`src/rtl/powerup_spawner.sv`:
```
// Queues destroyed-block events and turns spaced-out random draws into power-up spawn offers.
// Optional SPAWN_STATS_EN adds spawn_total/draw_total counters.
module powerup_spawner #(
   parameter int CELL_W     = 7,
   parameter int FIFO_DEPTH = 4,
   parameter int RND_GAP    = 14,
   localparam int PTR_W     = $clog2(FIFO_DEPTH),
   localparam int CNT_W     = PTR_W + 1
) (
   input  logic              clock,
   input  logic              reset,
   input  logic              destroy_valid,
   output logic              destroy_ready,
   input  logic [CELL_W-1:0] destroy_cell,
   input  logic [3:0]        rnd,
   output logic              spawn_valid,
   input  logic              spawn_ready,
   output logic [CELL_W-1:0] spawn_cell,
   output logic [1:0]        spawn_type,
   output logic [CNT_W-1:0]  fifo_count
`ifdef SPAWN_STATS_EN
   ,
   output logic [7:0]        spawn_total,
   output logic [7:0]        draw_total
`endif
);

   localparam int GAP_W = $clog2(RND_GAP + 1);
   localparam logic [GAP_W-1:0] GAP_LOAD = GAP_W'(RND_GAP - 1);

   typedef enum logic {IDLE, OFFER} state_t;

   logic [CELL_W-1:0] mem_q [FIFO_DEPTH];
   logic [PTR_W-1:0]  wr_ptr_q, wr_ptr_d;
   logic [PTR_W-1:0]  rd_ptr_q, rd_ptr_d;
   logic [CNT_W-1:0]  count_q, count_d;
   logic [GAP_W-1:0]  gap_q, gap_d;
   state_t            state_q, state_d;
   logic [CELL_W-1:0] cell_q, cell_d;
   logic [1:0]        type_q, type_d;
   logic              push, draw;
   logic [1:0]        drop_type;

   assign destroy_ready = (count_q != CNT_W'(FIFO_DEPTH));
   assign push          = destroy_valid && destroy_ready;
   assign draw          = (state_q == IDLE) && (count_q != '0) && (gap_q == '0);
   assign spawn_valid   = (state_q == OFFER);
   assign spawn_cell    = cell_q;
   assign spawn_type    = type_q;
   assign fifo_count    = count_q;

   // Only one-hot generator codes map to a drop; everything else yields nothing.
   always_comb begin
      drop_type = 2'd0;
      case (rnd)
         4'd2:    drop_type = 2'd1;
         4'd4:    drop_type = 2'd2;
         4'd8:    drop_type = 2'd3;
         default: drop_type = 2'd0;
      endcase
   end

   always_comb begin
      wr_ptr_d = wr_ptr_q;
      rd_ptr_d = rd_ptr_q;
      count_d  = count_q;
      gap_d    = gap_q;
      if (push) wr_ptr_d = wr_ptr_q + PTR_W'(1);
      if (draw) rd_ptr_d = rd_ptr_q + PTR_W'(1);
      if (push && !draw)      count_d = count_q + CNT_W'(1);
      else if (!push && draw) count_d = count_q - CNT_W'(1);
      if (draw)               gap_d = GAP_LOAD;
      else if (gap_q != '0)   gap_d = gap_q - GAP_W'(1);
   end

   always_comb begin
      state_d = state_q;
      cell_d  = cell_q;
      type_d  = type_q;
      case (state_q)
         IDLE: begin
            if (draw && (drop_type != 2'd0)) begin
               state_d = OFFER;
               cell_d  = mem_q[rd_ptr_q];
               type_d  = drop_type;
            end
         end
         OFFER: begin
            if (spawn_ready) state_d = IDLE;
         end
         default: state_d = IDLE;
      endcase
   end

   always_ff @(posedge clock) begin
      if (push) mem_q[wr_ptr_q] <= destroy_cell;
   end

   always_ff @(posedge clock) begin
      if (reset) begin
         wr_ptr_q <= '0;
         rd_ptr_q <= '0;
         count_q  <= '0;
         gap_q    <= '0;
         state_q  <= IDLE;
         cell_q   <= '0;
         type_q   <= '0;
      end else begin
         wr_ptr_q <= wr_ptr_d;
         rd_ptr_q <= rd_ptr_d;
         count_q  <= count_d;
         gap_q    <= gap_d;
         state_q  <= state_d;
         cell_q   <= cell_d;
         type_q   <= type_d;
      end
   end

`ifdef SPAWN_STATS_EN
   logic [7:0] spawn_total_q, draw_total_q;

   always_ff @(posedge clock) begin
      if (reset) begin
         spawn_total_q <= '0;
         draw_total_q  <= '0;
      end else begin
         if (spawn_valid && spawn_ready) spawn_total_q <= spawn_total_q + 8'd1;
         if (draw)                       draw_total_q  <= draw_total_q + 8'd1;
      end
   end

   assign spawn_total = spawn_total_q;
   assign draw_total  = draw_total_q;
`endif

endmodule

```
`config.mk`:
```
export PLATFORM = sky130hd
export DESIGN_NAME = powerup_spawner
export DESIGN_NICKNAME = d
export VERILOG_FILES = /design/src/rtl/powerup_spawner.sv
export SDC_FILE = /design/constraint.sdc
export NUM_CORES = 1
export LEC_CHECK = 0
export BUFFER_PORTS_ARGS = -buffer_cell sky130_fd_sc_hd__clkbuf_2
export CORE_MARGIN = 2
export CORE_UTILIZATION = 60
export CTS_CLUSTER_SIZE = 16
export DETAILED_ROUTE_END_ITERATION = 16
export PLACE_DENSITY = 0.83
export SYNTH_ARGS = -nofsm -noshare
export SYNTH_HDL_FRONTEND = slang
export SYNTH_SLANG_ARGS = --single-unit
```
`constraint.sdc`:
```
create_clock -name clock -period 5.6 [get_ports clock]
set_clock_uncertainty 0.15 [all_clocks]
set_input_delay 1.12 -clock clock [delete_from_list [all_inputs] [get_ports clock]]
set_output_delay 1.12 -clock clock [all_outputs]
set_load 0.02 [all_outputs]
```
==> reports/qor.yml, run 1 <==
status: "completed"
rsz0062_at_grt: "false"
synth.yosys.seq_area_share: 0.6029
drc: 0
diodes: 0
grt.overflow.total: 0
finalCritPeriodShare: 0.5092
cts.clk_slew.worst_paths_ns: 0.13
route.final.wire_length_mm: 3.422
worstMarginPinSlew_ns: 0.6995
grt_pass1_wl_mm: 5.961
hold_buffers: 0
drv_cap: 0
setup_tns_ns: 0
port_buffers: 28
synthToLayoutAreaGrowth_pct: 10.41
slew_violations: 0
power.leakage_nw: 0.8313
synth_top_area_frac: 0.4019
clk_latency_ns: 0.34
chipHeight_um: 63.05
die_w_um: 63.05
crit_type: "in -> reg"
netlist_area_um2: 2092
cts-resized-gates: 0
finalSetupViolCount: 0
ys_warn_count: 0
synth_area_per_cell_um2: 13.24
wire_per_inst_um: 14.62
whs_ns: 0.3483
path_max_fanout: 7
cts_root_buf: "clkbuf_4"
ant_nets: 0
ys_top_cells_by_count: "edfxtp_1, dfxtp_1, a21oi_1, nor2_1"
worstHoldPathType: "reg -> reg"
grt_max_degree: 22
cts_setup_buffers: 0
dpl.cell_count: 226
cp_data_required_time_ns: 5.72
drt_iter0_markers: 47
vdd_drop_max_uv: 246.1
grt_pass1_vias: 1330
antenna_found_initial: 0
cts_tree: "yes"
ys_types: 35
fmax_mhz: 350.7
core_um2: 3337
synth.most_common_cell: "edfxtp_1"
async_flop_share: 0
viasPerCell: 5.590
ios: 29
synth_top_flop_cell: "edfxtp_1"
critPathArrivalTime_ns: 2.97
instances_no_fill: 234
end_kind: "flip-flop"
power_density_nw_per_um2: 429.5
syn_inst: 158
start_util: 0.6269
htree_levels: 2
dr.pass1.iters: 4
cts_inserted_buffers: 5
synth_edf_count: 28
finalNetCount: 210
start_kind: "input pin"
yosysTopAreaCell: "edfxtp_1"
finalHoldViolCount: 0
dp_hpwl_mm: 2.572
cts_sinks: 49
post-route-min-period_ns: 2.851
max_slew_margin: 0.5287
grt_use_total: 0.1919
dieArea_um2: 3975
clk_path_buf_depth: 2
gp_congestion: 0.7383
final_layout_size_suffix_gt1_frac: 0.2447
vias: 1308
synth-seq-cells: 49
synthesis.nets: 181
ys_top_cells_by_area: "edfxtp_1, dfxtp_1, mux4_2"
row_count: 21
## kinds of logic after synthesis
| group | Yosys count | synth area share |
|---|---|---|
| adders and majority gates | 8 | 0.05143 |
| DFF | 49 | 0.6029 |
| buffers and inverters | 14 | 0.02930 |
| muxes | 9 | 0.08493 |
| xor gates and xnor gates | 7 | 0.02931 |
| and+or+nand+nor | 36 | 0.09988 |
| AOI/OAI and AO/OA | 35 | 0.1023 |
## state kept, by name, indices dropped and copies added (netlist names)
signal	cells
fifo_count	3
gap_q	4
mem_q	28
rd_ptr_q	2
spawn_cell	7
spawn_type	2
spawn_valid	1
wr_ptr_q	2
## where the power goes
part / total [mW] / switching (mW) / internal (mW)
registers: 0.500 / 0.0588 / 0.441
clock network: 0.149 / 0.101 / 0.0476
logic: 0.343 / 0.188 / 0.155
total: 0.992 / 0.348 / 0.644
## layout by cell type (no fill, tap or decap), drive strengths merged, types with 2 or more instances in the layout
cell,instances
mux2i,2
nor2b,2
xor2,3
nand3,7
edfxtp,28
dfxtp,21
a211oi,5
clkbuf,34
nor2,12
mux4,7
a21oi,12
inv,8
ha,7
nand2,2
o21ai,12
xnor2,4
and2,4
nor3,3
## worst max-delay path: stages
cell	delay (ns)
clkbuf_2	0.07
a21boi_1	0.42
ha_1	0.27
inv_1	0.06
fa_1	0.37
xor2_1	0.18
or3_1	0.30
a21oi_1	0.18
## through the flow
| stage | util | total power [mW] | setup WS [ns] | cell area [um^2] |
|---|---|---|---|---|
| floorplan | - | 0.7754 | 2.660 | 2092 |
| global placement | 0.6768 | 0.8276 | 2.509 | 2258 |
| detailed placement | 0.6768 | 0.8539 | 2.391 | 2258 |
| CTS | 0.6922 | 0.9997 | 2.757 | 2310 |
| global route | 0.6922 | 1.065 | 2.545 | 2310 |
| finish | 0.6922 | 0.9921 | 2.749 | 2310 |
## layout make-up
cell class | count | area, um^2
clock buffer | 6 | 41.29
tap | 46 | 57.56
clock inverter | 2 | 10.01
inverter | 8 | 30.03
multi-input combinational | 95 | 769.5
sequential | 49 | 1261
timing repair buffer | 28 | 140.1
fill | 242 | 1027
## per-layer routing
metal,routed length (um),part of all wire,global-route usage
met5,0,0,0
met4,21,0.0061,0.04722
met3,166,0.049,0.04464
met2,1780,0.52,0.3378
met1,1454,0.42,0.2395
## final timing paths
check,start,endpoint,slack (ns),depth (start not counted)
hold reg to reg,spawn_cell[0],spawn_cell[0],0.35,2
hold / removal,spawn_cell[0],spawn_cell[0],0.35,2
setup / recovery,destroy_valid,fifo_count[2],2.75,8
setup reg to reg,gap_q[0],fifo_count[2],2.77,11
Power figures use the tool's default switching activity.
==> inputs of run 2 (changes only) <==
Settings changed: ABC_AREA from default to 1, CORE_UTILIZATION 60 to 51, PLACE_DENSITY 0.83 to 0.75.
Clock period 5.6 ns to 2.3 ns, I/O delays scaled along.
==> reports/qor.yml, run 2 <==
finalHoldViolCount: 0  # unchanged
status: "completed"
p_comb_frac: 0.355  # +0.009
ys_warn_count: 0  # unchanged
synth_top_flop_cell: "edfxtp_1"
ios: 29  # unchanged
finalCritPeriodShare: 0.9456
gp_congestion: 0.7167  # -2.9%
htree_levels: 2  # unchanged
row_count: 23  # +9.5%
grt_max_degree: 18  # -18%
drv_cap: 0  # unchanged
worstMarginPinSlew_ns: 0.4474  # -0.2521 ns
p_seq_frac: 0.426  # -0.078
route.final.wire_length_mm: 3.889  # +14%
path_max_fanout: 4  # -3
die_w_um: 68.98  # +9.4%
ant_nets: 0  # unchanged
core_um2: 4029  # +21%
port_buffers: 28  # unchanged
whs_path_depth: 1  # -1
chipHeight_um: 68.98  # +9.4%
post-route-min-period_ns: 2.175
critPathArrivalTime_ns: 2.22  # -0.75 ns
drc: 0  # unchanged
synth-seq-cells: 49  # unchanged
cp_data_required_time_ns: 2.35  # -3.37 ns
start_kind: "flip-flop"
synthToLayoutAreaGrowth_pct: 15.86
dpl.cell_count: 305  # +35%
reg2reg_from: "gap_q[1]"
ys_types: 23  # -34%
power_density_nw_per_um2: 1080  # +150%
final_cell_mix: "nor2_1, nand2_1, inv_1, clkbuf_2, edfxtp_1"
hold_buffers: 0  # unchanged
cts_sinks: 49  # unchanged
cts_inserted_buffers: 5  # unchanged
synth.most_common_cell: "nor2_1"
slew_violations: 0  # unchanged
final_layout_size_suffix_gt1_frac: 0.2083  # -0.03635
top_register: "mem_q"
dp_hpwl_mm: 2.729  # +6.1%
final_common_cell: "nor2_1"
synthesis.nets: 248  # +37%
crit_end: "fifo_count[1]"
r2r-end: "fifo_count[1]"
grt_pass1_wl_mm: 6.113  # +2.5%
netlist_area_um2: 2153  # +2.9%
cts.clk_slew.worst_paths_ns: 0.09  # -0.04 ns
p_int_mw: 1.704  # +160%
dr.pass1.iters: 4  # unchanged
ys_top_cells_by_area: "edfxtp_1, dfxtp_1, nor2_1"
reg2reg_depth: 12  # +1
async_flop_share: 0  # unchanged
viasPerCell: 4.917  # -12%
antenna_found_initial: 0  # unchanged
clk_path_buf_depth: 2  # unchanged
yosysTopAreaCell: "edfxtp_1"
switching_power_uw: 991.5  # +180%
instances_no_fill: 314  # +34%
stdcell_area_um2: 2495  # +8.0%
ys_top_cells_by_count: "nor2_1, inv_1, edfxtp_1, nand2_1, o21ai_0"
cts_root_buf: "clkbuf_8"
grt.overflow.total: 0  # unchanged
vdd_drop_max_uv: 462.5  # +88%
grt_pass1_vias: 1383  # +4.0%
r2r_slack_ns: 0.13  # -2.64 ns
cts_tree: "yes"
synth.yosys.seq_area_share: 0.5857  # -0.01716
wire_per_inst_um: 12.39  # -15%
largest_reg_flops: 28  # unchanged
crit_path_start: "gap_q[1]"
power.leakage_nw: 1.102  # +33%
crit_type: "reg -> reg"
synth_top_area_frac: 0.3905  # -0.01144
start_util: 0.5345  # -0.09245
fin_util: 0.6193  # -0.07291
end_kind: "flip-flop"
clk_latency_ns: 0.31  # -0.03 ns
synth_edf_count: 28  # unchanged
drt_iter0_markers: 62  # +32%
diodes: 0  # unchanged
pwr-share-clk: 0.219  # +0.069
fmax_mhz: 459.8
max_slew_margin: 0.7014  # +0.1727
finalSetupViolCount: 0  # unchanged
dpl_cell_area_um2: 2371  # +5.0%
syn_inst: 225  # +42%
synth_area_per_cell_um2: 9.570  # -28%
worstHoldPathType: "in -> reg"
switching_share: 0.3679  # +0.01696
vias: 1544  # +18%
grt_use_total: 0.1827  # -0.009154
dieArea_um2: 4758  # +20%
finalNetCount: 286  # +36%
[run 2: cell count changes after synthesis, sizes merged, moves of 4 or more]
cell	previous run	this run
inv	8	30
nor2	12	47
and2	4	0
clkbuf	4	0
a211oi	5	0
mux4	7	0
nand2	2	33
o21ai	12	23
o22ai	1	7
[run 2: worst min-delay path by stage]
| stage | slack [ns] | end | start |
|---|---|---|---|
| floorplan | 0.34 | wr_ptr_q[1] | wr_ptr_q[1] |
| global placement | 0.31 | spawn_type[0] | spawn_type[0] |
| detailed placement | 0.31 | spawn_type[0] | spawn_type[0] |
| CTS | 0.21 | mem_q[2][1] | destroy_cell[1] |
| global route | 0.21 | mem_q[1][4] | destroy_cell[4] |
| finish | 0.22 | mem_q[2][4] | destroy_cell[4] |
[run 2: routing by layer]
metal | GRT usage | vias up | share of wire
met5 | 0 | - | 0
met4 | 0.08088 | 0 | 0.025
met3 | 0.05357 | 11 | 0.045
met2 | 0.2993 | 35 | 0.48
met1 | 0.2238 | 688 | 0.45
li1 | - | 810 | -
[run 2: stage by stage]
step	hold slack (ns)	setup WS, ns	power, mW	TNS [ns]
finish	0.2151	0.1250	2.695	0
floorplan	0.3398	0.08332	1.839	0
global placement	0.3058	0.1503	2.061	0
global route	0.2130	-0.003569	2.901	-0.006338
CTS	0.2094	0.05774	2.690	0
detailed placement	0.3072	0.09473	2.097	0
[run 2: critical path: stages (launching register included)]
cell     delay, ns
dfxtp_1       0.32
inv_1         0.11
ha_1          0.17
inv_1         0.06
nor2_4        0.11
nand2_4       0.09
nor2_8        0.11
inv_2         0.05
ha_1          0.16
inv_1         0.10
fa_2          0.44
o21ai_0       0.15
a21oi_1       0.06
[run 2: logic make-up after synthesis]
kind of cell	count (synthesis)	share of synthesized area
AND/OR/NAND/NOR	89	0.1836
AO/OA/AOI/OAI	42	0.1028
buffers and inverters	35	0.06973
flip-flops	49	0.5857
adder cells (fa/ha/maj)	8	0.04997
XOR/XNOR	2	0.008136
[run 2: layout make-up]
class | instances | area, um^2
Timing Repair Buffer | 36 | 200.2
Inverter | 30 | 112.6
Tap cell | 50 | 62.56
Clock buffer | 6 | 93.84
Fill cell | 357 | 1534
Multi-Input combinational cell | 141 | 744.5
Sequential cell | 49 | 1261
Clock inverter | 2 | 20.02
[run 2: power groups by stage]
stage | clock network [mW] | logic [mW] | registers, mW
after global routing | 0.642 | 1.10 | 1.16
after global placement | 0 | 0.899 | 1.16
after CTS | 0.608 | 0.936 | 1.15
final | 0.590 | 0.957 | 1.15
after detailed placement | 0 | 0.930 | 1.17
after floorplan | 0 | 0.633 | 1.21
[run 2: repair_timing]
action,4_1_cts,5_1_grt
resized for setup,0,4
setup buffers,0,1
endpoints found under the setup margin,0,2
==> inputs of run 3 (changes only) <==
Settings changed: ABC_AREA 1 to default, CORE_UTILIZATION 51 to 50, PLACE_DENSITY 0.75 to 0.74.
==> reports/qor.yml, run 3 (synthesis results as in run 1) <==
status: "completed"
clk_latency_ns: 0.30  # about the same
grt.overflow.total: 0  # unchanged
cp_data_required_time_ns: 2.38  # +0.03 ns
dieArea_um2: 4718  # -0.85%
finalCritPeriodShare: 0.9833  # +0.03769
slew_violations: 0  # unchanged
wire_per_inst_um: 15.18  # +23%
finalHoldViolCount: 0  # unchanged
route.final.wire_length_mm: 3.764  # -3.2%
cts_tree: "yes"
grt_pass1_wl_mm: 6.189  # +1.2%
max_stage_delay_ns: 0.39  # -0.05 ns
chipHeight_um: 68.69  # -0.43%
whs_ns: 0.2173  # +0.002216 ns
finalNetCount: 220  # -23%
power_mw: 2.849  # +5.7%
post-route-min-period_ns: 2.262  # +0.08668 ns
diodes: 0  # unchanged
htree_levels: 2  # unchanged
crit_type: "reg -> reg"
power_density_nw_per_um2: 1141  # +5.6%
final_layout_size_suffix_gt1_frac: 0.3636  # +0.1553
dr.pass1.iters: 4  # unchanged
cpMostUsedCell: "inv_2"
rsz0062_at_grt: "true"
fmax_mhz: 442.2  # -3.8%
critPathArrivalTime_ns: 2.35  # +0.13 ns
pwr-share-clk: 0.189  # -0.030
row_count: 23  # unchanged
dp_hpwl_mm: 2.660  # -2.5%
drc: 0  # unchanged
cts_inserted_buffers: 5  # unchanged
crit_path_top_delay_cell: "or3b_4"
worstHoldPathType: "in -> reg"
cts_sinks: 49  # unchanged
viasPerCell: 5.379  # +9.4%
grt_use_total: 0.1824  # -0.0002794
antenna_found_initial: 0  # unchanged
grt_max_degree: 22  # +4
ios: 29  # unchanged
vias: 1334  # -14%
core_um2: 4000  # -0.71%
cts.clk_slew.worst_paths_ns: 0.10  # about the same
cts_root_buf: "clkbuf_8"
worstMarginPinSlew_ns: 0.7849  # +0.3374 ns
drv_cap: 0  # unchanged
switching_power_uw: 995.4  # +0.39%
grt_pass1_vias: 1310  # -5.3%
p_comb_frac: 0.377  # +0.022
path_max_fanout: 3  # -1
stdcell_area_um2: 2496  # about the same
fillerInstances: 314  # -12%
top_register: "mem_q"
die_w_um: 68.69  # -0.43%
end_kind: "flip-flop"
setup_tns_ns: 0  # unchanged
port_buffers: 28  # unchanged
power.leakage_nw: 0.9065  # -18%
p_seq_frac: 0.434  # +0.008
final_cell_mix: "clkbuf_2, edfxtp_1, dfxtp_1"
dpl_cell_area_um2: 2352  # -0.79%
clk_path_buf_depth: 2  # unchanged
largest_reg_flops: 28  # unchanged
start_kind: "flip-flop"
max_slew_margin: 0.4712  # -0.2302
start_util: 0.5230  # -0.01148
ant_nets: 0  # unchanged
drt_iter0_markers: 89  # +44%
p_int_mw: 1.853  # +8.8%
gp_congestion: 0.8350  # +17%
switching_share: 0.3494  # -0.01847
fin_util: 0.6240  # +0.004768
path_cells: "inv_2, ha_4, or3b_4, nor3_4, inv_2, ha_4, inv_2, fa_2, xor2_1, or3_1, a21oi_2"
vdd_drop_max_uv: 531.4  # +15%
finalSetupViolCount: 0  # unchanged
synthToLayoutAreaGrowth_pct: 19.32
[run 3: changes by cell type in the layout (fill, tap and decap cells not counted), moves of 4 or more]
cell,previous run,this run
a211oi_1,0,5
dfxtp_2,0,4
dfxtp_1,21,17
nor2_1,45,12
and2_1,0,4
o21ai_0,22,4
mux4_2,0,7
o22ai_1,7,1
o21ai_1,1,8
inv_1,28,4
nand2_1,28,2
[run 3: layer usage]
layer	wire, um	track usage	vias to the layer above
met5	0	0	-
met4	23	0.06750	0
met3	160	0.04058	2
met2	1908	0.2909	32
met1	1671	0.2446	639
li1	-	-	661
[run 3: final timing paths]
kind,slack (ns),start,end,cells past startpoint
max,0.04,gap_q[0],fifo_count[2],11
min reg2reg,0.33,spawn_cell[4],spawn_cell[4],2
min,0.22,destroy_cell[4],mem_q[1][4],1
max reg2reg,0.04,gap_q[0],fifo_count[2],11
[run 3: cell type report]
type                       count  area (um^2)  area share
inverter                       8        30.03     0.01203
multi-input combinational     95        824.5      0.3303
clock buffer                   5        68.82     0.02757
clock inverter                 3        28.78     0.01153
sequential                    49         1266      0.5073
tap                           50        62.56     0.02506
timing repair buffer          38        215.2     0.08622
[run 3: power groups by stage]
stage	logic (mW)	clock network (mW)	registers, mW
6_report	1.07	0.538	1.24
5_1_grt	1.20	0.593	1.26
4_1_cts	1.04	0.554	1.24
3_5_place_dp	0.969	0	1.26
3_3_place_gp	0.927	0	1.25
2_1_floorplan	0.737	0	1.24
[run 3: worst max-delay path, delay by kind of cell (launching register included)]
| kind | cells | cell delay (ns) |
|---|---|---|
| adder cells (fa/ha/maj) | 3 | 0.48 |
| AO/OA/AOI/OAI | 1 | 0.12 |
| XOR/XNOR | 1 | 0.07 |
| AND/OR/NAND/NOR | 3 | 0.85 |
| buffers and inverters | 3 | 0.19 |
| flip-flops | 1 | 0.34 |
[run 3: timing repair]
| action | CTS | global route |
|---|---|---|
| endpoints found under the setup margin | 2 | 2 |
| setup buffers | 2 | 2 |
| resized for setup | 4 | 1 |
| hold buffers | 0 | 0 |
| pin swaps | 1 | 0 |
[run 3: through the flow]
stage               setup WS, ns  std cells
detailed placement      -0.03555        236
CTS                      0.01406        246
global placement         0.05311        236
finish                   0.03833        248
floorplan               -0.01289        158
global route            -0.06090        248
